## src/rtl/muldiv.sv

```systemverilog
// Memory-mapped 16-bit unsigned multiply/divide coprocessor on the CPU peripheral bus.
// One shift-add or restoring-divide iteration per clock, 16 clocks per operation.
module muldiv (
  input  logic       clk,
  input  logic       rst,
  input  logic       cs,
  input  logic       we,
  input  logic [3:0] addr,
  input  logic [7:0] din,
  output logic [7:0] dout,
  output logic       rdy,
  output logic       irq
);

  typedef enum logic {IDLE, RUN} state_e;

  localparam logic [3:0] ADDR_A_L   = 4'h0;
  localparam logic [3:0] ADDR_A_H   = 4'h1;
  localparam logic [3:0] ADDR_B_L   = 4'h2;
  localparam logic [3:0] ADDR_B_H   = 4'h3;
  localparam logic [3:0] ADDR_CTRL  = 4'h4;
  localparam logic [3:0] ADDR_STAT  = 4'h5;
  localparam logic [3:0] ADDR_R0    = 4'h8;
  localparam logic [3:0] ADDR_R1    = 4'h9;
  localparam logic [3:0] ADDR_R2    = 4'hA;
  localparam logic [3:0] ADDR_R3    = 4'hB;

  state_e      state_q, state_d;
  logic [15:0] a_q, a_d;
  logic [15:0] b_q, b_d;
  logic [7:0]  ctrl_q, ctrl_d;
  logic        done_q, done_d;
  logic        dz_q, dz_d;
  logic [4:0]  count_q, count_d;
  logic [15:0] hi_q, hi_d;
  logic [15:0] lo_q, lo_d;
  logic [15:0] opnd_q, opnd_d;
  logic [31:0] res_q, res_d;
  logic [7:0]  dout_q, dout_d;
  logic        irq_q, irq_d;

  logic        busy;
  logic        wr_en;
  logic        rd_en;
  logic [7:0]  rd_data;
  logic [16:0] mul_sum;
  logic [16:0] div_shift;
  logic        div_ge;
  logic [15:0] step_hi;
  logic [15:0] step_lo;

  assign busy  = (state_q == RUN);
  assign wr_en = cs & we;
  assign rd_en = cs & ~we;

  assign rdy  = ~(cs & ~we & addr[3] & busy);
  assign dout = dout_q;
  assign irq  = irq_q;

  // One iteration: mul adds A into the high half and shifts right; div shifts the
  // 17-bit partial remainder left and subtracts B when it fits.
  always_comb begin
    mul_sum   = {1'b0, hi_q} + (lo_q[0] ? {1'b0, opnd_q} : 17'd0);
    div_shift = {hi_q, lo_q[15]};
    div_ge    = (div_shift >= {1'b0, opnd_q});
    if (ctrl_q[0]) begin
      step_hi = div_ge ? (div_shift[15:0] - opnd_q) : div_shift[15:0];
      step_lo = {lo_q[14:0], div_ge};
    end else begin
      step_hi = mul_sum[16:1];
      step_lo = {mul_sum[0], lo_q[15:1]};
    end
  end

  always_comb begin
    case (addr)
      ADDR_A_L:  rd_data = a_q[7:0];
      ADDR_A_H:  rd_data = a_q[15:8];
      ADDR_B_L:  rd_data = b_q[7:0];
      ADDR_B_H:  rd_data = b_q[15:8];
      ADDR_CTRL: rd_data = ctrl_q;
      ADDR_STAT: rd_data = {busy, done_q, 5'b0, dz_q};
      ADDR_R0:   rd_data = res_q[7:0];
      ADDR_R1:   rd_data = res_q[15:8];
      ADDR_R2:   rd_data = res_q[23:16];
      ADDR_R3:   rd_data = res_q[31:24];
      default:   rd_data = 8'h00;
    endcase
  end

  always_comb begin
    // NOTE: every _d starts from its _q so no path through this block infers a latch.
    state_d = state_q;
    a_d     = a_q;
    b_d     = b_q;
    ctrl_d  = ctrl_q;
    done_d  = done_q;
    dz_d    = dz_q;
    count_d = count_q;
    hi_d    = hi_q;
    lo_d    = lo_q;
    opnd_d  = opnd_q;
    res_d   = res_q;
    dout_d  = dout_q;
    irq_d   = done_q & ctrl_q[7];

    if (rd_en) begin
      dout_d = rd_data;
      if (addr == ADDR_STAT) done_d = 1'b0;
    end

    if (wr_en) begin
      case (addr)
        ADDR_A_L: a_d[7:0]  = din;
        ADDR_A_H: a_d[15:8] = din;
        ADDR_B_L: b_d[7:0]  = din;
        ADDR_B_H: b_d[15:8] = din;
        ADDR_CTRL: begin
          if (busy) ctrl_d[7] = din[7];
          else      ctrl_d    = din;
        end
        default: ;
      endcase
    end

    case (state_q)
      IDLE: begin
        if (wr_en && addr == ADDR_CTRL) begin
          state_d = RUN;
          count_d = 5'd16;
          hi_d    = 16'h0000;
          lo_d    = din[0] ? a_q : b_q;
          opnd_d  = din[0] ? b_q : a_q;
          done_d  = 1'b0;
          dz_d    = din[0] & (b_q == 16'h0000);
        end
      end
      RUN: begin
        hi_d    = step_hi;
        lo_d    = step_lo;
        count_d = count_q - 5'd1;
        // Last iteration commits all four result bytes at once; completion beats a STATUS clear.
        if (count_q == 5'd1) begin
          res_d   = {step_hi, step_lo};
          done_d  = 1'b1;
          state_d = IDLE;
        end
      end
      default: state_d = IDLE;
    endcase
  end

  // NOTE: sequential state uses non-blocking assignments only, so every flop samples pre-edge values.
  always_ff @(posedge clk) begin
    if (rst) begin
      state_q <= IDLE;
      a_q     <= 16'h0000;
      b_q     <= 16'h0000;
      ctrl_q  <= 8'h00;
      done_q  <= 1'b0;
      dz_q    <= 1'b0;
      count_q <= 5'd0;
      hi_q    <= 16'h0000;
      lo_q    <= 16'h0000;
      opnd_q  <= 16'h0000;
      res_q   <= 32'h0000_0000;
      dout_q  <= 8'h00;
      irq_q   <= 1'b0;
    end else begin
      state_q <= state_d;
      a_q     <= a_d;
      b_q     <= b_d;
      ctrl_q  <= ctrl_d;
      done_q  <= done_d;
      dz_q    <= dz_d;
      count_q <= count_d;
      hi_q    <= hi_d;
      lo_q    <= lo_d;
      opnd_q  <= opnd_d;
      res_q   <= res_d;
      dout_q  <= dout_d;
      irq_q   <= irq_d;
    end
  end

endmodule

```

## config.mk

```make
export PLATFORM = sky130hd
export DESIGN_NAME = muldiv
export DESIGN_NICKNAME = d
export VERILOG_FILES = /design/src/rtl/muldiv.sv
export SDC_FILE = /design/constraint.sdc
export NUM_CORES = 1
export LEC_CHECK = 0
export ABC_CLOCK_PERIOD_IN_PS = 3700
export BUFFER_PORTS_ARGS = -buffer_cell sky130_fd_sc_hd__buf_2
export CORE_MARGIN = 1
export CORE_UTILIZATION = 25
export CTS_BUF_LIST = sky130_fd_sc_hd__clkbuf_16
export CTS_CLUSTER_SIZE = 25
export DETAILED_ROUTE_END_ITERATION = 8
export PLACE_DENSITY = 0.38
export SLEW_MARGIN = 20
export SYNTH_ARGS = -nofsm -noshare
export SYNTH_HDL_FRONTEND = slang
export SYNTH_SLANG_ARGS = --single-unit
```

## constraint.sdc

```tcl
create_clock -name clk -period 3.7 [get_ports clk]
set_input_delay 0.925 -clock clk [delete_from_list [all_inputs] [get_ports clk]]
set_output_delay 0.925 -clock clk [all_outputs]
set_load 0.02 [all_outputs]
```

# After elaboration in Yosys (flattened, before gate mapping)
# Cells that the tools add are included.
[word_totals]
regBits = 137
output_inout_bits = 10
word_cells = 72
[classes]
add_sub_neg = 3
magnitude_cmp = 1
n_eq_ne = 11
n_mux = 21
bitwise = 9
reduce_logical = 11
[op_table]
columns = ["cell", "n"]
rows = [
  ["16-bit 2-to-1 mux", 8],
  ["8-bit case mux with 10 select lines", 1],
  ["16-bit case mux with 2 select lines", 2],
  ["16-bit by 16-bit adder with 17-bit output", 1],
  ["17-bit by 16-bit greater-or-equal comparator with 1-bit output", 1],
  ["4-bit == test, second input constant", 4],
  ["16-bit logical NOT", 1],
  ["16-bit subtractor", 1],
  ["2-bit AND reduction", 7],
  ["5-bit case mux with 2 select lines", 1],
  ["4-bit by 2-bit == test with 1-bit output, second input constant", 2],
  ["4-bit by 3-bit == test with 1-bit output, second input constant", 2],
  ["1-bit bitwise AND", 6],
  ["1-bit 2-to-1 mux", 6],
  ["5-bit by 1-bit == test with 1-bit output, second input constant", 1],
  ["5-bit 2-to-1 mux", 1],
  ["5-bit by 1-bit subtractor with 5-bit output, second input constant", 1],
  ["4-bit by 1-bit == test with 1-bit output, second input constant", 1],
  ["4-bit logical NOT", 1],
  ["1-bit case mux with 2 select lines", 2],
  ["1-bit NOT", 3],
  ["3-bit AND reduction", 1],
  ["2-bit inequality test, second input constant", 1],
  ["1-bit logical AND", 1],
]

# Longest topological paths before layout
[logic_depth]
depth_word = 5
depth_mapped = 12
ltp_nobuf = 12

# Worst setup path before layout
# OpenSTA, ideal clock, no wires.
[synth_timing]
kind = "input to output"
start = "in addr[3]"
end = "out rdy"
arrival_ps = 1985
t_required_ps = 2775
path_slack_ps = 790
cell_stages = 4
cell_sequence = "clkbuf_1 > buf_2 > clkbuf_1 > nand3_1"
[synth_between]
elab_chain_cells = 3
[synth_rtl]
columns = ["element", "line_no", "text"]
rows = [
  ["from (decl)", "8", "input logic [3:0] addr,"],
  ["1-bit bitwise AND (2 in a row)", "56", "assign rdy = ~(cs & ~we & addr[3] & busy);"],
  ["1-bit NOT", "56", ""],
  ["to (decl)", "11", "output logic rdy,"],
]
# No other way between the ends.

# Worst setup path after layout
[layout_timing]
start = "reg lo_q[0]"
end = "reg res_q[29]"
[layout_between]
elab_chain_cells = 3
[layout_rtl]
columns = ["element", "line_no", "text"]
rows = [
  ["from (decl)", "36", "logic [15:0] lo_q, lo_d;"],
  ["from (signal assigned)", "178", "lo_q <= lo_d;"],
  ["16-bit 2-to-1 mux", "63", "mul_sum = {1'b0, hi_q} + (lo_q[0] ? {1'b0, opnd_q} : 17'd0);"],
  ["16-bit by 16-bit adder with 17-bit output", "63", ""],
  ["16-bit 2-to-1 mux", "66", "if (ctrl_q[0]) begin"],
  ["to (signal assigned)", "180", "res_q <= res_d;"],
  ["to (decl)", "38", "logic [31:0] res_q, res_d;"],
]
# No other way between the ends.
# A chain may end at the register's enable or synchronous reset.

==> results.ini <==
[outcome]
status = finished clean

[place]
io_buffers = 25
dp.cells = 1411
dp_worst_setup_slack_ns = 0.495
routabilityCongestion = 0.833
dpl.hpwl_um = 22200

[global_route]
grt_max_degree = 80
antenna_found_initial = 0
track_usage = 0.184
grt_pass1_wl_um = 46000
overflow = 0
first_global_vias = 7228

[clocking]
cts_tree = built
numCtsBuffers = 17
cts_resized = 0
htreeDepth = 4
cts_max_path_buffers = 2
postCtsSetupBuffers = 0
clock-sinks = 137
cts.clk_slew.worst_paths_ns = 0.06
root_buffer = clkbuf_16
insertion_delay_ns = 0.42
cts_hold_buf = 0

[critical_path]
cp.required_ns = 4.04
reg2reg_slack_ns = 0.51
reg2reg_from = lo_q[0]
cp-start-kind = register
worstPathCellList = and2_1 > ha_1 > fa_1 > a211oi_1 > o21bai_1 > o41ai_2 > o21ai_1 > o41ai_1 > xnor2_1 > mux2i_1 > a211oi_1
r2r-end = res_q[29]
crit_fanout = 4
crit_type = reg2reg
cp_data_arrival_time_ns = 3.53
cp_num_buf_inv = 0
crit_family = compound AO/OA/AOI/OAI gates
ff2ff_path_depth = 11
cp_common_cell = a211oi_1
slowest_stage = o41ai_2
max_stage_delay_ns = 0.46
crit_path_end_kind = register

[layout]
layout-drive-gt1-share = 0.150
area_growth_pct = 14.5
diodes = 0
fin_nets = 1040
num-fill-cells = 3523
stdcell_count = 1441

[synth]
synth_most_common_cell = dfxtp_1
syn_avg_cell_area_um2 = 8.50
syn_nets = 1029
synth_common_cells = 137 x dfxtp_1, 132 x nor2_1, 83 x mux2i_1, 65 x a21oi_1, 62 x nand2_1
synth_top_area_frac = 0.330
ys_warn_count = 0
syn_area_um2 = 8310
synth_cells = 977
synth_top_area_cell = dfxtp_1
synth_seq_area_share = 0.330
synth-main-ff-cell = dfxtp_1
synth_cell_type_count = 72
async_reset_ff_frac = 0
ys_ff_latch = 137
synth_area_leaders = dfxtp_1 33%, mux2i_1 10%, nor2_1 6.0%
synth_edf_count = 0

[drt]
via_count = 7193
drtIter0Drc = 601
ant_nets = 0
remaining_drc_errors = 0
firstDrtPassIters = 5
wl_per_cell_um = 20.9
vias_per_cell = 4.99
routed_wirelength_um = 30100

[floorplanning]
core_um2 = 32600
initial_core_util = 0.255
rows = 66
die-area_um2 = 34000
die_h_um = 184
ios = 26
dieWidth_um = 184

[sta]
setup_viol = 0
worst_pin_slew_ns = 0.873
clock.fmax_mhz = 313
hold_viol = 0
rsz0062_at_grt = no
timing.final.ws_setup_ns = 0.508
fin_crit_sh = 0.863
layout_min_cycle_time_ns = 3.19
final.setup.tns_ns = 0
clock_skew_ns = 0.00897
maxSlewViolCount = 0
slew_headroom = 0.418

[power]
vdd_ir_drop_max_mv = 0.304
p_leak_uw = 0.00341
power_density_nw_per_um2 = 353

[worst_hold_path]
worstHoldStart = dz_q
min_to = dz_q
min_path_cells = 2
min_path_type = reg2reg

[job]
max_cap_violations = 0

how the worst max path moves through the flow:
stage | depth (start not counted) | startpoint | endpoint | slack [ns]
6_report | 11 | lo_q[0] | res_q[29] | 0.51
3_5_place_dp | 11 | lo_q[0] | res_q[29] | 0.49
2_1_floorplan | 4 | addr[3] | rdy | 0.79
3_3_place_gp | 11 | lo_q[0] | res_q[29] | 0.46
4_1_cts | 11 | lo_q[0] | res_q[29] | 0.49
5_1_grt | 11 | lo_q[0] | res_q[29] | 0.26
cell type report:
type                       count  area [um^2]  share of cell area
multi-input combinational    745         5190               0.546
sequential                   137         2750               0.289
tap                          442          553              0.0582
clock buffer                  17          425              0.0447
timing repair buffer          60          403              0.0424
inverter                      27          101              0.0107
clock inverter                13         92.6             0.00974
per-stage QoR:
step	total power [uW]	hold WS [ns]	instance area, um^2	util
2_1_floorplan	1730	0.423	8310	-
3_3_place_gp	1830	0.441	8990	0.276
3_5_place_dp	1820	0.447	8990	0.276
4_1_cts	3400	0.454	9510	0.292
5_1_grt	3490	0.490	9510	0.292
6_report	3360	0.453	9510	0.292
cells by family after synthesis:
logic type               after synthesis  synth area share
XOR/XNOR                              28            0.0295
flip-flops                           137             0.330
adder cells (fa/ha/maj)               36            0.0560
multiplexers                         106             0.142
AND/OR/NAND/NOR                      324             0.190
buffers and inverters                 95            0.0474
AO/OA/AOI/OAI                        251             0.206
state kept, by name, summed over array words and instances, names as in the netlist, 5 cells and up:
register	count
dout	8
lo_q	16
a_q	16
count_q	5
b_q	16
opnd_q	16
res_q	32
hi_q	16
ctrl_q	8
layout by cell type, fill, tap and decap left out, types with 19 or more instances in the layout:
cell,instances
a211oi_1,60
a21oi_1,65
buf_2,24
buf_4,35
dfxtp_1,135
ha_1,34
inv_1,30
mux2i_1,83
nand2_1,62
nor2_1,131
nor2b_1,23
o21ai_0,35
xnor2_1,19
worst reg2reg max path: cells and delay by family, from the launching register on:
kind | cells | cell delay, ns
flops | 1 | 0.37
simple gates | 1 | 0.19
xor+xnor | 1 | 0.16
mux | 1 | 0.11
fa+ha+maj | 2 | 0.64
compound gates | 6 | 1.65
where the power goes:
part           leakage (uW)  internal (uW)  switching (uW)
Combinational       0.00205            113             181
Sequential          0.00111           1490            12.6
Clock              0.000261            899             669
Total               0.00341           2500             863
metal layers:
| layer | track usage | vias to the layer above | part of all wire |
|---|---|---|---|
| li1 | - | 3556 | - |
| met1 | 0.265 | 3516 | 0.51 |
| met2 | 0.288 | 103 | 0.45 |
| met3 | 0.0239 | 18 | 0.024 |
| met4 | 0.0420 | 0 | 0.012 |
| met5 | 0 | - | 0 |
Power figures use the tool's default switching activity.
